### config.mk
export PLATFORM = sky130hd
export DESIGN_NAME = csa_word_sequencer
export DESIGN_NICKNAME = d
export VERILOG_FILES = /design/src/rtl/csa_pkg.sv /design/src/rtl/carry_select_adder.sv /design/src/rtl/csa_word_sequencer.sv
export SDC_FILE = /design/constraint.sdc
export NUM_CORES = 1
export LEC_CHECK = 0
export CAP_MARGIN = 5
export CORE_ASPECT_RATIO = 0.7
export CORE_UTILIZATION = 40
export CTS_BUF_LIST = sky130_fd_sc_hd__clkbuf_8
export DETAILED_ROUTE_END_ITERATION = 8
export HOLD_SLACK_MARGIN = 0.06
export PLACE_DENSITY = 0.67
export SYNTH_ARGS = -nofsm -noshare
export SYNTH_HDL_FRONTEND = slang
export SYNTH_HIERARCHICAL = 1
export SYNTH_SLANG_ARGS = --single-unit
### constraint.sdc
create_clock -name clk -period 10.3 [get_ports clk]
set_input_delay 1.545 -clock clk [delete_from_list [all_inputs] [get_ports clk]]
set_output_delay 1.545 -clock clk [all_outputs]
set_load 0.01 [all_outputs]
### src/rtl/csa_pkg.sv
`default_nettype none
// ============================================================================
//  Module      : csa_pkg
//  Description : Shared definitions for the multi-precision add/subtract
//                sequencer: adder slice width and sequencer state encoding.
//  Revision    : 1.0 - initial release
// ============================================================================
package csa_pkg;

    // Width of one adder slice; the sequencer walks operands in these units.
    localparam int SLICE_W = 16;

    typedef enum logic [1:0] {
        IDLE = 2'd0,
        RUN  = 2'd1,
        DONE = 2'd2
    } seq_state_t;

endpackage : csa_pkg
`default_nettype wire

### src/rtl/carry_select_adder.sv
`default_nettype none
// ============================================================================
//  Module      : carry_select_adder
//  Description : 16-bit carry-select adder. The low 4-bit block ripples from
//                cin; each higher 4-bit block precomputes its sum for both
//                carry-in values and the incoming block carry picks one.
//  Ports       : A, B  - addends
//                cin   - carry in
//                S     - sum
//                cout  - carry out of bit 15
//  Revision    : 1.0 - initial release
// ============================================================================
module carry_select_adder (
    input  logic [15:0] A,
    input  logic [15:0] B,
    input  logic        cin,
    output logic [15:0] S,
    output logic        cout
);

    localparam int c_BLK_W = 4;
    localparam int c_NBLK  = 16 / c_BLK_W;

    // w_c[k] is the carry into block k.
    logic [c_NBLK:0] w_c;

    assign w_c[0] = cin;

    generate
        for (genvar g = 0; g < c_NBLK; g++) begin : g_blk
            if (g == 0) begin : g_ripple
                assign {w_c[1], S[c_BLK_W-1:0]} = {1'b0, A[c_BLK_W-1:0]}
                                                + {1'b0, B[c_BLK_W-1:0]}
                                                + {{c_BLK_W{1'b0}}, w_c[0]};
            end else begin : g_select
                logic [c_BLK_W:0] w_sum0;
                logic [c_BLK_W:0] w_sum1;

                assign w_sum0 = {1'b0, A[g*c_BLK_W +: c_BLK_W]}
                              + {1'b0, B[g*c_BLK_W +: c_BLK_W]};
                assign w_sum1 = {1'b0, A[g*c_BLK_W +: c_BLK_W]}
                              + {1'b0, B[g*c_BLK_W +: c_BLK_W]}
                              + {{c_BLK_W{1'b0}}, 1'b1};

                assign {w_c[g+1], S[g*c_BLK_W +: c_BLK_W]} = w_c[g] ? w_sum1 : w_sum0;
            end
        end
    endgenerate

    assign cout = w_c[c_NBLK];

endmodule : carry_select_adder
`default_nettype wire

### src/rtl/csa_word_sequencer.sv
`default_nettype none
// ============================================================================
//  Module      : csa_word_sequencer
//  Description : Multi-precision add/subtract built around one 16-bit
//                carry_select_adder. An accepted operand pair is processed
//                one slice per cycle, LSB slice first, with the carry chained
//                through a register. The full result and final carry are
//                returned on an output valid/ready handshake.
//  Ports       : clk, rst_n            - clock, async active-low reset
//                in_valid/in_ready     - operand handshake (ready in IDLE only)
//                op_sub, a, b          - operation and operands, sampled at accept
//                out_valid/out_ready   - result handshake
//                sum, cout             - result and final carry
//                                        (subtract: cout=1 means no borrow)
//  Revision    : 1.0 - initial release
// ============================================================================
module csa_word_sequencer
    import csa_pkg::*;
#(
    parameter int WORDS = 4
) (
    input  logic                     clk,
    input  logic                     rst_n,
    input  logic                     in_valid,
    output logic                     in_ready,
    input  logic                     op_sub,
    input  logic [SLICE_W*WORDS-1:0] a,
    input  logic [SLICE_W*WORDS-1:0] b,
    output logic                     out_valid,
    input  logic                     out_ready,
    output logic [SLICE_W*WORDS-1:0] sum,
    output logic                     cout
);

    localparam int                 c_N     = SLICE_W * WORDS;
    localparam int                 c_IDX_W = $clog2(WORDS);
    localparam logic [c_IDX_W-1:0] c_LAST  = c_IDX_W'(WORDS - 1);

    seq_state_t         r_state;
    logic [c_N-1:0]     r_a;
    logic [c_N-1:0]     r_b;
    logic [c_N-1:0]     r_sum;
    logic [c_IDX_W-1:0] r_idx;
    logic               r_carry;
    logic               r_cout;
    logic               r_in_ready;
    logic               r_out_valid;

    // Bit offset of the current slice: idx * 16.
    logic [c_IDX_W+3:0] w_base;
    logic [SLICE_W-1:0] w_a_sl;
    logic [SLICE_W-1:0] w_b_sl;
    logic [SLICE_W-1:0] w_s;
    logic               w_cout;

    assign w_base = {r_idx, 4'b0000};
    assign w_a_sl = r_a[w_base +: SLICE_W];
    assign w_b_sl = r_b[w_base +: SLICE_W];

    carry_select_adder u_adder (
        .A    (w_a_sl),
        .B    (w_b_sl),
        .cin  (r_carry),
        .S    (w_s),
        .cout (w_cout)
    );

    always_ff @(posedge clk or negedge rst_n) begin
        if (!rst_n) begin
            r_state     <= IDLE;
            r_a         <= '0;
            r_b         <= '0;
            r_sum       <= '0;
            r_idx       <= '0;
            r_carry     <= 1'b0;
            r_cout      <= 1'b0;
            r_in_ready  <= 1'b1;
            r_out_valid <= 1'b0;
        end else begin
            case (r_state)
                IDLE: begin
                    if (in_valid) begin
                        // Subtract is A + ~B + 1: invert B once here and
                        // seed the carry chain with the +1.
                        r_a        <= a;
                        r_b        <= op_sub ? ~b : b;
                        r_carry    <= op_sub;
                        r_idx      <= '0;
                        r_in_ready <= 1'b0;
                        r_state    <= RUN;
                    end
                end
                RUN: begin
                    r_sum[w_base +: SLICE_W] <= w_s;
                    r_carry                  <= w_cout;
                    if (r_idx == c_LAST) begin
                        r_cout      <= w_cout;
                        r_out_valid <= 1'b1;
                        r_state     <= DONE;
                    end else begin
                        r_idx <= r_idx + 1'b1;
                    end
                end
                DONE: begin
                    if (out_ready) begin
                        r_out_valid <= 1'b0;
                        r_in_ready  <= 1'b1;
                        r_state     <= IDLE;
                    end
                end
                default: begin
                    r_out_valid <= 1'b0;
                    r_in_ready  <= 1'b1;
                    r_state     <= IDLE;
                end
            endcase
        end
    end

    assign in_ready  = r_in_ready;
    assign out_valid = r_out_valid;
    assign sum       = r_sum;
    assign cout      = r_cout;

endmodule : csa_word_sequencer
`default_nettype wire

==> metrics.md <==
| Metric | Value |
|---|---|
| Crit-path max FO | 38 |
| Post-synthesis sequential area ratio | 51.16% |
| Finished Layout Cells | 1302 |
| Largest net degree at the start of global routing | 124 |
| Worst relative slew slack | 19.95% |
| CTS Root Cell | clkbuf_8 |
| Synth Instances | 795 |
| Clk slew on worst S/H paths | 110 ps |
| FP Rows | 47 |
| Arr. time, crit path | 5190 ps |
| Clock Latency Late Sink | 470 ps |
| Yosys Warn Count | 6 |
| Most frequent cells in the layout | 197 x dfrtp_1, 197 x clkdlybuf4s50_1, 75 x a21oi_1, 74 x xnor2_1, 70 x nor2_1 |
| Crit Path Class | reg2reg |
| Antenna-violating nets left | 0 |
| Final hold vios | 0 |
| Area growth syn-to-layout | 26.11% |
| Syn Area/Cell | 12.31 um^2 |
| CP endpoint kind | flip-flop |
| Final Cycle Share | 47.14% |
| CTS max path bufs | 2 |
| Ys async rst share | 100.0% |
| Post-cts sizing count | 0 |
| Grt total ovfl | 0 |
| Post-CTS Setup Bufs | 0 |
| Vias | 6640 |
| WHS Path Cells | 2 |
| Worst path required time | 10630 ps |
| Status | finished clean |
| Netlist Area Pre-Place | 9784 um^2 |
| Worst Tran Pin Value | 1199 ps |
| # nets final | 1131 |
| Min-Delay Path Class | reg2reg |
| RSZ-0062 raised after global routing | no |
| Max-slew violations | 0 |
| Initial DRC count | 459 |
| Dpl cells | 1268 |
| I/O pin cnt | 200 |
| Die H | 132.9 um |
| VDD IR-drop max | 0.0002393 V |
| Hold EP | sum[21] |
| Sink Count | 200 |
| Worst r2r path cells | 12 |
| DRC | 0 |
| Min-delay src | sum[21] |
| # hold bufs at CTS | 0 |
| Max Cap Violations | 0 |
| Synth area leaders | dfrtp_1 51%, mux2_2 7.7%, mux4_2 7.4%, xnor2_1 6.6%, a21oi_1 3.8% |
| First-pass GRT wire length | 38070 um |
| Initial antenna violation count | 1 |
| Hpwl dp | 17310 um |
| Leakage | 4.956 nW |
| Global-route total usage across every layer | 20.01% |
| Initial Util | 41.08% |
| Die ar. | 25100 um^2 |
| Syn nets | 957 |
| CTS Buf Count | 17 |
| R2R setup slack | 5440 ps |
| Post-synth top area share | 50.90% |
| Reg2reg start | r_idx[0] |
| Pre-Repair DR Iteration Count | 4 |
| CP startpoint kind | flip-flop |
| Reg2reg end | sum[47] |
| Layout cells sized above 1 | 16.60% |
| Fin crit period | 4856 ps |
| Setup violations, final | 0 |
| Max Fclk | 205.9 MHz |
| Synthesized flop and latch total | 200 |
| Die extent in x | 188.9 um |
| H-tree depth | 4 |
| WL per Instance | 18.41 um |
| Port bufs | 199 |
| Hold WS | 488.7 ps |
| Post-synthesis cell type count | 51 |
| Synth area leader | dfrtp_1 |
| Drt via density | 5.100 |
| Detailed-route wire length | 23970 um |
| Dominant synthesized flop cell | dfrtp_1 |
| Std-Cell Core Area | 23820 um^2 |
| Sum Neg Setup Slack | 0 ps |
| CTS tree | done |
| Post-synth EDFFs | 0 |
| GP Congestion | 0.7999 |
| Pwr dens | 384.4 nW/um^2 |
| Vias in the first global route | 6651 |
| Final Skew | 14.91 ps |
state kept, by name, summed over array words and instances (netlist names):
register / cells
r_idx: 2
r_b: 64
r_a: 64
cout: 1
r_state: 2
out_valid: 1
sum: 64
in_ready: 1
r_carry: 1
worst max-delay path by stage:
stage	start	to	slack [ps]	cells after the start
4_1_cts	r_idx[0]	sum[47]	5400	12
3_3_place_gp	r_idx[0]	sum[47]	5620	12
6_report	r_idx[0]	sum[47]	5440	12
5_1_grt	r_idx[0]	sum[47]	5060	13
2_1_floorplan	r_idx[0]	sum[47]	6060	13
3_5_place_dp	r_idx[0]	sum[47]	5430	12
synth_stat cells (all sizes together) (2+ instances only):
cell type / n
dfrtp: 199
a21oi: 75
xnor2: 75
nor2: 70
mux2: 68
a22o: 46
nand2: 44
buf: 40
mux4: 32
o21ai: 25
ha: 24
inv: 23
clkbuf: 9
xor2: 7
a21o: 6
fa: 5
nand2b: 5
mux2i: 4
nand3b: 4
nand4: 4
nor2b: 4
nor3: 4
nor4: 3
and2: 2
and3: 2
o22ai: 2
layer usage:
metal / part of all wire [%] / track usage, % / vias up / wire [um]
li1: - / - / 3142 / -
met2: 43 / 28.74 / 192 / 10350
met4: 0.53 / 2.867 / 0 / 126
met1: 50 / 30.52 / 3299 / 11990
met3: 6.3 / 5.597 / 7 / 1503
met5: 0 / 0 / - / 0
area by class of cell:
cell class	instances	area, um^2
fill	2093	11480
sequential	200	5009
multi-input combinational	523	4423
timing repair buffer	204	2031
tap	318	397.9
clock buffer	18	247.7
clock inverter	14	140.1
inverter	23	86.33
antenna	2	5.005
worst max-delay path: stages (launching register included):
cell and delay [ps]:
dfrtp_2 460, buf_4 630, mux4_2 600, ha_1 220, fa_1 530, ha_1 180, nand2_1 80, a2111oi_4 420
mux2i_2 500, mux2i_1 270, xor2_1 290, nand2_1 90, o41ai_1 410
per-stage QoR:
step,setup slack [ps],instance area [um^2],power [mW],utilization [%]
2_1_floorplan,6063,9784,3.314,-
3_3_place_gp,5624,11950,4.217,50.16
3_5_place_dp,5431,11950,4.272,50.16
4_1_cts,5398,12330,4.787,51.79
5_1_grt,5056,12330,5.113,51.79
6_report,5444,12340,4.743,51.81
power by group:
part	switching, mW	total [mW]	internal (mW)
clock network	0.301	0.505	0.204
registers	0.219	1.38	1.16
logic	1.61	2.86	1.25
total	2.13	4.74	2.61
cells by family after synthesis:
family / Yosys count / share of synthesized area [%]
flip-flops: 200 / 51.16
multiplexers: 104 / 15.64
AND/OR/NAND/NOR: 147 / 7.174
XOR/XNOR: 82 / 7.494
adder cells (fa/ha/maj): 29 / 4.092
AO/OA/AOI/OAI: 161 / 10.74
buffers and inverters: 72 / 3.696
Note: power is estimated with default switching activity, not from simulation.
